File: src/rtl/controller.sv
// -----------------------------------------------------------------------------
// controller
//
// Instruction-sequencing decoder for the VeriRISC CPU. Turns the current
// opcode, the 3-bit phase count and the accumulator-zero flag into the nine
// datapath control strobes. The decode is purely combinational: the strobes
// follow opcode/phase/zero with zero-cycle latency and have no reset value.
//
// Ports:
//   clk     in   1  system clock (kept for interface uniformity, no state here)
//   rst     in   1  asynchronous active-low reset (kept for uniformity, unused)
//   opcode  in   3  opcode of the current instruction
//   phase   in   3  phase of the 8-phase instruction cycle, 0..7
//   zero    in   1  accumulator equals zero
//   sel     out  1  memory address from PC rather than IR
//   rd      out  1  memory drives the data bus
//   ld_ir   out  1  load instruction register
//   inc_pc  out  1  increment program counter
//   halt    out  1  halt the machine
//   ld_pc   out  1  load program counter
//   data_e  out  1  accumulator drives the data bus
//   ld_ac   out  1  load accumulator from the data bus
//   wr      out  1  write the data bus to memory
// -----------------------------------------------------------------------------
module controller (
  input  logic       clk,
  input  logic       rst,
  input  logic [2:0] opcode,
  input  logic [2:0] phase,
  input  logic       zero,
  output logic       sel,
  output logic       rd,
  output logic       ld_ir,
  output logic       inc_pc,
  output logic       halt,
  output logic       ld_pc,
  output logic       data_e,
  output logic       ld_ac,
  output logic       wr
);

  localparam logic [2:0] OP_HLT = 3'd0;
  localparam logic [2:0] OP_SKZ = 3'd1;
  localparam logic [2:0] OP_ADD = 3'd2;
  localparam logic [2:0] OP_AND = 3'd3;
  localparam logic [2:0] OP_XOR = 3'd4;
  localparam logic [2:0] OP_LDA = 3'd5;
  localparam logic [2:0] OP_STO = 3'd6;
  localparam logic [2:0] OP_JMP = 3'd7;

  // Strobe vector order: {sel, rd, ld_ir, inc_pc, halt, ld_pc, data_e, ld_ac, wr}
  logic [8:0] ctrl_s;
  logic       aluop_s;

  // clk/rst exist only so the port list matches the other sequential blocks;
  // they intentionally have no effect on the decode.
  logic       unused_s;
  assign unused_s = clk ^ rst;

  // ALU-class instructions all read an operand from memory in execute.
  always_comb begin
    aluop_s = 1'b0;
    case (opcode)
      OP_ADD, OP_AND, OP_XOR, OP_LDA: aluop_s = 1'b1;
      default:                        aluop_s = 1'b0;
    endcase
  end

  // Phase/opcode decode of the nine control strobes.
  always_comb begin
    ctrl_s = 9'b000000000;
    case (phase)
      3'd0: ctrl_s = 9'b100000000;
      3'd1: ctrl_s = 9'b110000000;
      3'd2: ctrl_s = 9'b111000000;
      3'd3: ctrl_s = 9'b111000000;
      3'd4: begin
        // PC advances past the fetched instruction; HLT also raises halt here.
        if (opcode == OP_HLT) begin
          ctrl_s = 9'b000110000;
        end else begin
          ctrl_s = 9'b000100000;
        end
      end
      3'd5: begin
        if (aluop_s) begin
          ctrl_s = 9'b010000000;
        end else begin
          ctrl_s = 9'b000000000;
        end
      end
      3'd6: begin
        if (aluop_s) begin
          ctrl_s = 9'b010000000;
        end else begin
          case (opcode)
            // Skip the next instruction by bumping the PC only when acc is zero.
            OP_SKZ: begin
              if (zero) begin
                ctrl_s = 9'b000100000;
              end else begin
                ctrl_s = 9'b000000000;
              end
            end
            OP_JMP:  ctrl_s = 9'b000001000;
            OP_STO:  ctrl_s = 9'b000000100;
            default: ctrl_s = 9'b000000000;
          endcase
        end
      end
      3'd7: begin
        if (aluop_s) begin
          ctrl_s = 9'b010000010;
        end else begin
          case (opcode)
            OP_JMP:  ctrl_s = 9'b000001000;
            OP_STO:  ctrl_s = 9'b000000101;
            default: ctrl_s = 9'b000000000;
          endcase
        end
      end
      default: ctrl_s = 9'b000000000;
    endcase
  end

  assign sel    = ctrl_s[8];
  assign rd     = ctrl_s[7];
  assign ld_ir  = ctrl_s[6];
  assign inc_pc = ctrl_s[5];
  assign halt   = ctrl_s[4];
  assign ld_pc  = ctrl_s[3];
  assign data_e = ctrl_s[2];
  assign ld_ac  = ctrl_s[1];
  assign wr     = ctrl_s[0];

endmodule

File: config.mk
export PLATFORM = sky130hd
export DESIGN_NAME = controller
export DESIGN_NICKNAME = d
export VERILOG_FILES = /design/src/rtl/controller.sv
export SDC_FILE = /design/constraint.sdc
export NUM_CORES = 1
export LEC_CHECK = 0
export BUFFER_PORTS_ARGS = -buffer_cell sky130_fd_sc_hd__buf_4
export CORE_AREA = 2 2 39 41
export DETAILED_ROUTE_END_ITERATION = 12
export DIE_AREA = 0 0 41 43
export PLACE_DENSITY_LB_ADDON = 0.05
export REMOVE_ABC_BUFFERS = 1
export SYNTH_ARGS = -nofsm -noshare
export SYNTH_HDL_FRONTEND = slang
export SYNTH_SLANG_ARGS = --single-unit
File: constraint.sdc
create_clock -name vclk -period 3.06
set_input_delay 0.612 -clock vclk [all_inputs]
set_output_delay 0.612 -clock vclk [all_outputs]
set_load 0.02 [all_outputs]
# Word level (Yosys, flattened, before mapping)

Cells that the tools add are included.
W data, S select, Z words.

Equal/unequal tests: 14
Multiplexer cells: 9
Reduce and logical (&&, ||, !) cells: 4

Operators with widths:

| kind                 | count |
|---|---|
| $pmux W9 S7          | 1 |
| $pmux W9 S3          | 1 |
| $eq A3 B3 Y1 const B | 8 |
| $mux W8              | 2 |
| $eq A3 B2 Y1 const B | 4 |
| $mux W9              | 1 |
| $pmux W4 S2          | 1 |
| $eq A3 B1 Y1 const B | 2 |
| $logic_not A3 Y1     | 2 |
| $mux W6              | 1 |
| $mux W5              | 1 |
| $reduce_or A4 Y1     | 1 |
| $reduce_or A2 Y1     | 1 |
| $mux W1              | 1 |

Register bits after elaboration: 0
Logic and storage cells: 27

# Longest topological paths before layout

Depth in word-level cells: 5
Mapped depth: 3
Gate-level depth less buffers: 3

# Worst setup path after synthesis

OpenSTA, ideal clock, no wires.

Path type: input-to-output
Start: input port opcode[1]
End: output port wr
Arrival: 1.861 ns
Path slack: 0.587 ns
Stages on the path: 3
Buffers on the path: 0
Path through: ha_1 -> nand2b_1 -> nor4b_1

Word-level cells in the longest chain between the ends: 5

Ends and longest elaborated chain:

| what                                         | RTL line | RTL |
|---|---|---|
| from (decl)                                  | 28       | `input logic [2:0] opcode,` |
| $eq A3 B2 Y1 or $eq A3 B3 Y1 (tied branches) | 63       | `case (opcode)` |
| $reduce_or A4 Y1                             | 63       |  |
| $mux W1                                      | 63       |  |
| $mux W8 or $mux W9 (tied branches)           | 112, 93  |  |
| $pmux W9 S7 (*)                              | 72       | `case (phase)` |
| to (decl)                                    | 39       | `output logic wr` |

Mark *: on every way between the ends. The rest lies on a longest branch, timed or not.

# Worst setup path in the final report

Start: input port opcode[1]
End: output port inc_pc

Word-level cells in the longest chain between the ends: 5

Ends and longest elaborated chain:

| what                                         | RTL line | RTL |
|---|---|---|
| $eq A3 B2 Y1 or $eq A3 B3 Y1 (tied branches) | 63       |  |
| $reduce_or A4 Y1                             | 63       |  |
| $mux W1                                      | 63       |  |
| $mux W9 (*)                                  | 93       | `if (aluop_s) begin` |
| $pmux W9 S7 (*)                              | 72       |  |
| to (decl)                                    | 34       | `output logic inc_pc,` |

Marked as above.

==> run summary <==
Status -> finished, final reports clean
Leak -> 0.118 nW
Area of the core -> 0.00138 mm^2
Synthesis Warnings -> 0
Clock buffers -> 0
Post-CTS setup buffer count -> 0
DRC -> 0
Vias in the first global route -> 144
Seq cells -> 0
Worst setup SP type -> input port
DR vias/cell -> 3.83
Setup WS pre-CTS -> 590 ps
Post-synth top area share -> 10.5%
Ranking of synthesized cells by area -> ha_1, and4_2, nor3_1
# setup viols final -> 0
Initial Utilization -> 8.59%
First-pass iteration count of the detailed router -> 1
Pwr per Cell Area -> 119 mW/mm^2
Hold Crit Class -> in -> out
Critical Path AT -> 1850 ps
Detailed Place HPWL -> 373 um
Setup TNS -> 0 ps
Worst setup EP type -> output pin
Max-cap violations -> 0
Wire per inst -> 9.00 um
Cell Area, Placed -> 259 um^2
Worst slew pin tran -> 284 ps
Final number of max-transition violations -> 0
Distinct cells, synth -> 14
Sequential area share after synthesis -> 0%
Fin. Hold Viols -> 0
Port bufs -> 16
Hold Path Cell Cnt -> 3
Beginning of the worst hold path -> phase[2]
Post-CTS sizing -> 0
Post-DRT Antenna Nets -> 0
Worst hold endpoint -> ld_ir
Achievable clock frequency -> 406 MHz
Crit path time final -> 2460 ps
Post-Route WL -> 432 um
DR vias -> 184
First-pass GRT wire length -> 593 um
Antenna cells -> 0
# hold bufs at CTS -> 0
Nets -> 44
Synth top cells by count -> inv_1, nor3_1
Fin Hold WS -> 1510 ps
Synth area leader -> ha_1
Clock power frac -> 0%
Cell Area, Synth -> 119 um^2
Final worst setup slack -> 596 ps
Total Routing Usage GR -> 4.50%
1st-iter DRT viols -> 0
Die Wd -> 41 um
Comb pwr share -> 100.0%
Gpl congestion -> 0.579
Rel. slew slack -> 80.8%
Share of layout cells above drive strength 1 -> 56.3%
Largest net degree at the start of global routing -> 7
Crit Path Category -> in -> out
Crit Path Max Fanout -> 4
Die ar. -> 0.00176 mm^2
FF+latch area -> 0 um^2
Switching Share -> 50.5%
Row cnt -> 14
Final instance area -> 259 um^2
Final std cells w/o fill -> 48
Seq pwr share -> 0%
Placed cell count -> 48
Mean Syn Cell Area -> 7.43 um^2
Crit path required time -> 2450 ps
Area Overhead vs Synth -> 118%
Ports -> 18
Synth Instances -> 16
Final period util -> 80.5%
Die Ht -> 43 um
RSZ-0062 raised after global routing -> no
Net Sw Power -> 0.0000155 W
Initial antenna violation count -> 0
Peak supply drop -> 0.0000200 V
Cell internal pwr -> 0.0000152 W
GR Overflow Total -> 0
==> per-layer routing <==
metal / vias up / GRT usage [%] / part of all wire [%]
li1: 99 / - / -
met5: - / 0 / 0
met1: 73 / 7.28 / 45
met4: 0 / 0 / 0
met2: 12 / 6.88 / 39
met3: 0 / 0 / 15
==> how the worst max path moves through the flow <==
stage               startpoint      to  slack, ps
floorplan            opcode[1]      wr        590
global placement     opcode[1]  inc_pc        590
finish               opcode[1]  inc_pc        600
detailed placement   opcode[1]  inc_pc        590
CTS                  opcode[1]  inc_pc        590
global route         opcode[1]  inc_pc        490
==> metrics by stage <==
stage | util (%) | power, W
2_1_floorplan | - | 0.0000131
3_3_place_gp | 18.7 | 0.0000312
3_5_place_dp | 18.7 | 0.0000310
4_1_cts | 18.7 | 0.0000311
5_1_grt | 18.7 | 0.0000337
6_report | 18.7 | 0.0000307
==> worst max-delay path, cell delays in order <==
cell	delay (ps)
buf_4	120
ha_1	310
or4b_1	480
o32ai_1	140
buf_4	190
==> power by group through the flow <==
stage	Sequential [W]	Combinational [W]	Clock, W
floorplan	0	0.0000131	0
global placement	0	0.0000312	0
detailed placement	0	0.0000310	0
CTS	0	0.0000311	0
global route	0	0.0000337	0
finish	0	0.0000307	0
==> cells in the final DEF, fill, tap and decap left out <==
cell / instances
nor3_2: 1
nand3b_1: 1
ha_1: 1
o32ai_1: 1
nor4b_1: 1
o21a_1: 1
or4_1: 1
nor2b_1: 1
buf_4: 16
and4_2: 1
nand2b_1: 1
nand4_1: 1
or4b_1: 1
nor3_1: 2
inv_1: 2
==> final cells by class <==
class                           count  area, um^2
Fill cell                         161        1120
Inverter                            2        7.51
Multi-Input combinational cell     14         111
Tap cell                           16        20.0
Timing Repair Buffer               16         120
==> cell families (layout without fill, tap and decap cells) <==
logic type,Yosys count,after routing,synth area share [%]
fa+ha+maj,1,1,10.5
compound gates,2,2,13.7
buf+inv,2,18,6.32
simple gates,11,11,69.5
Power figures use the tool's default switching activity.
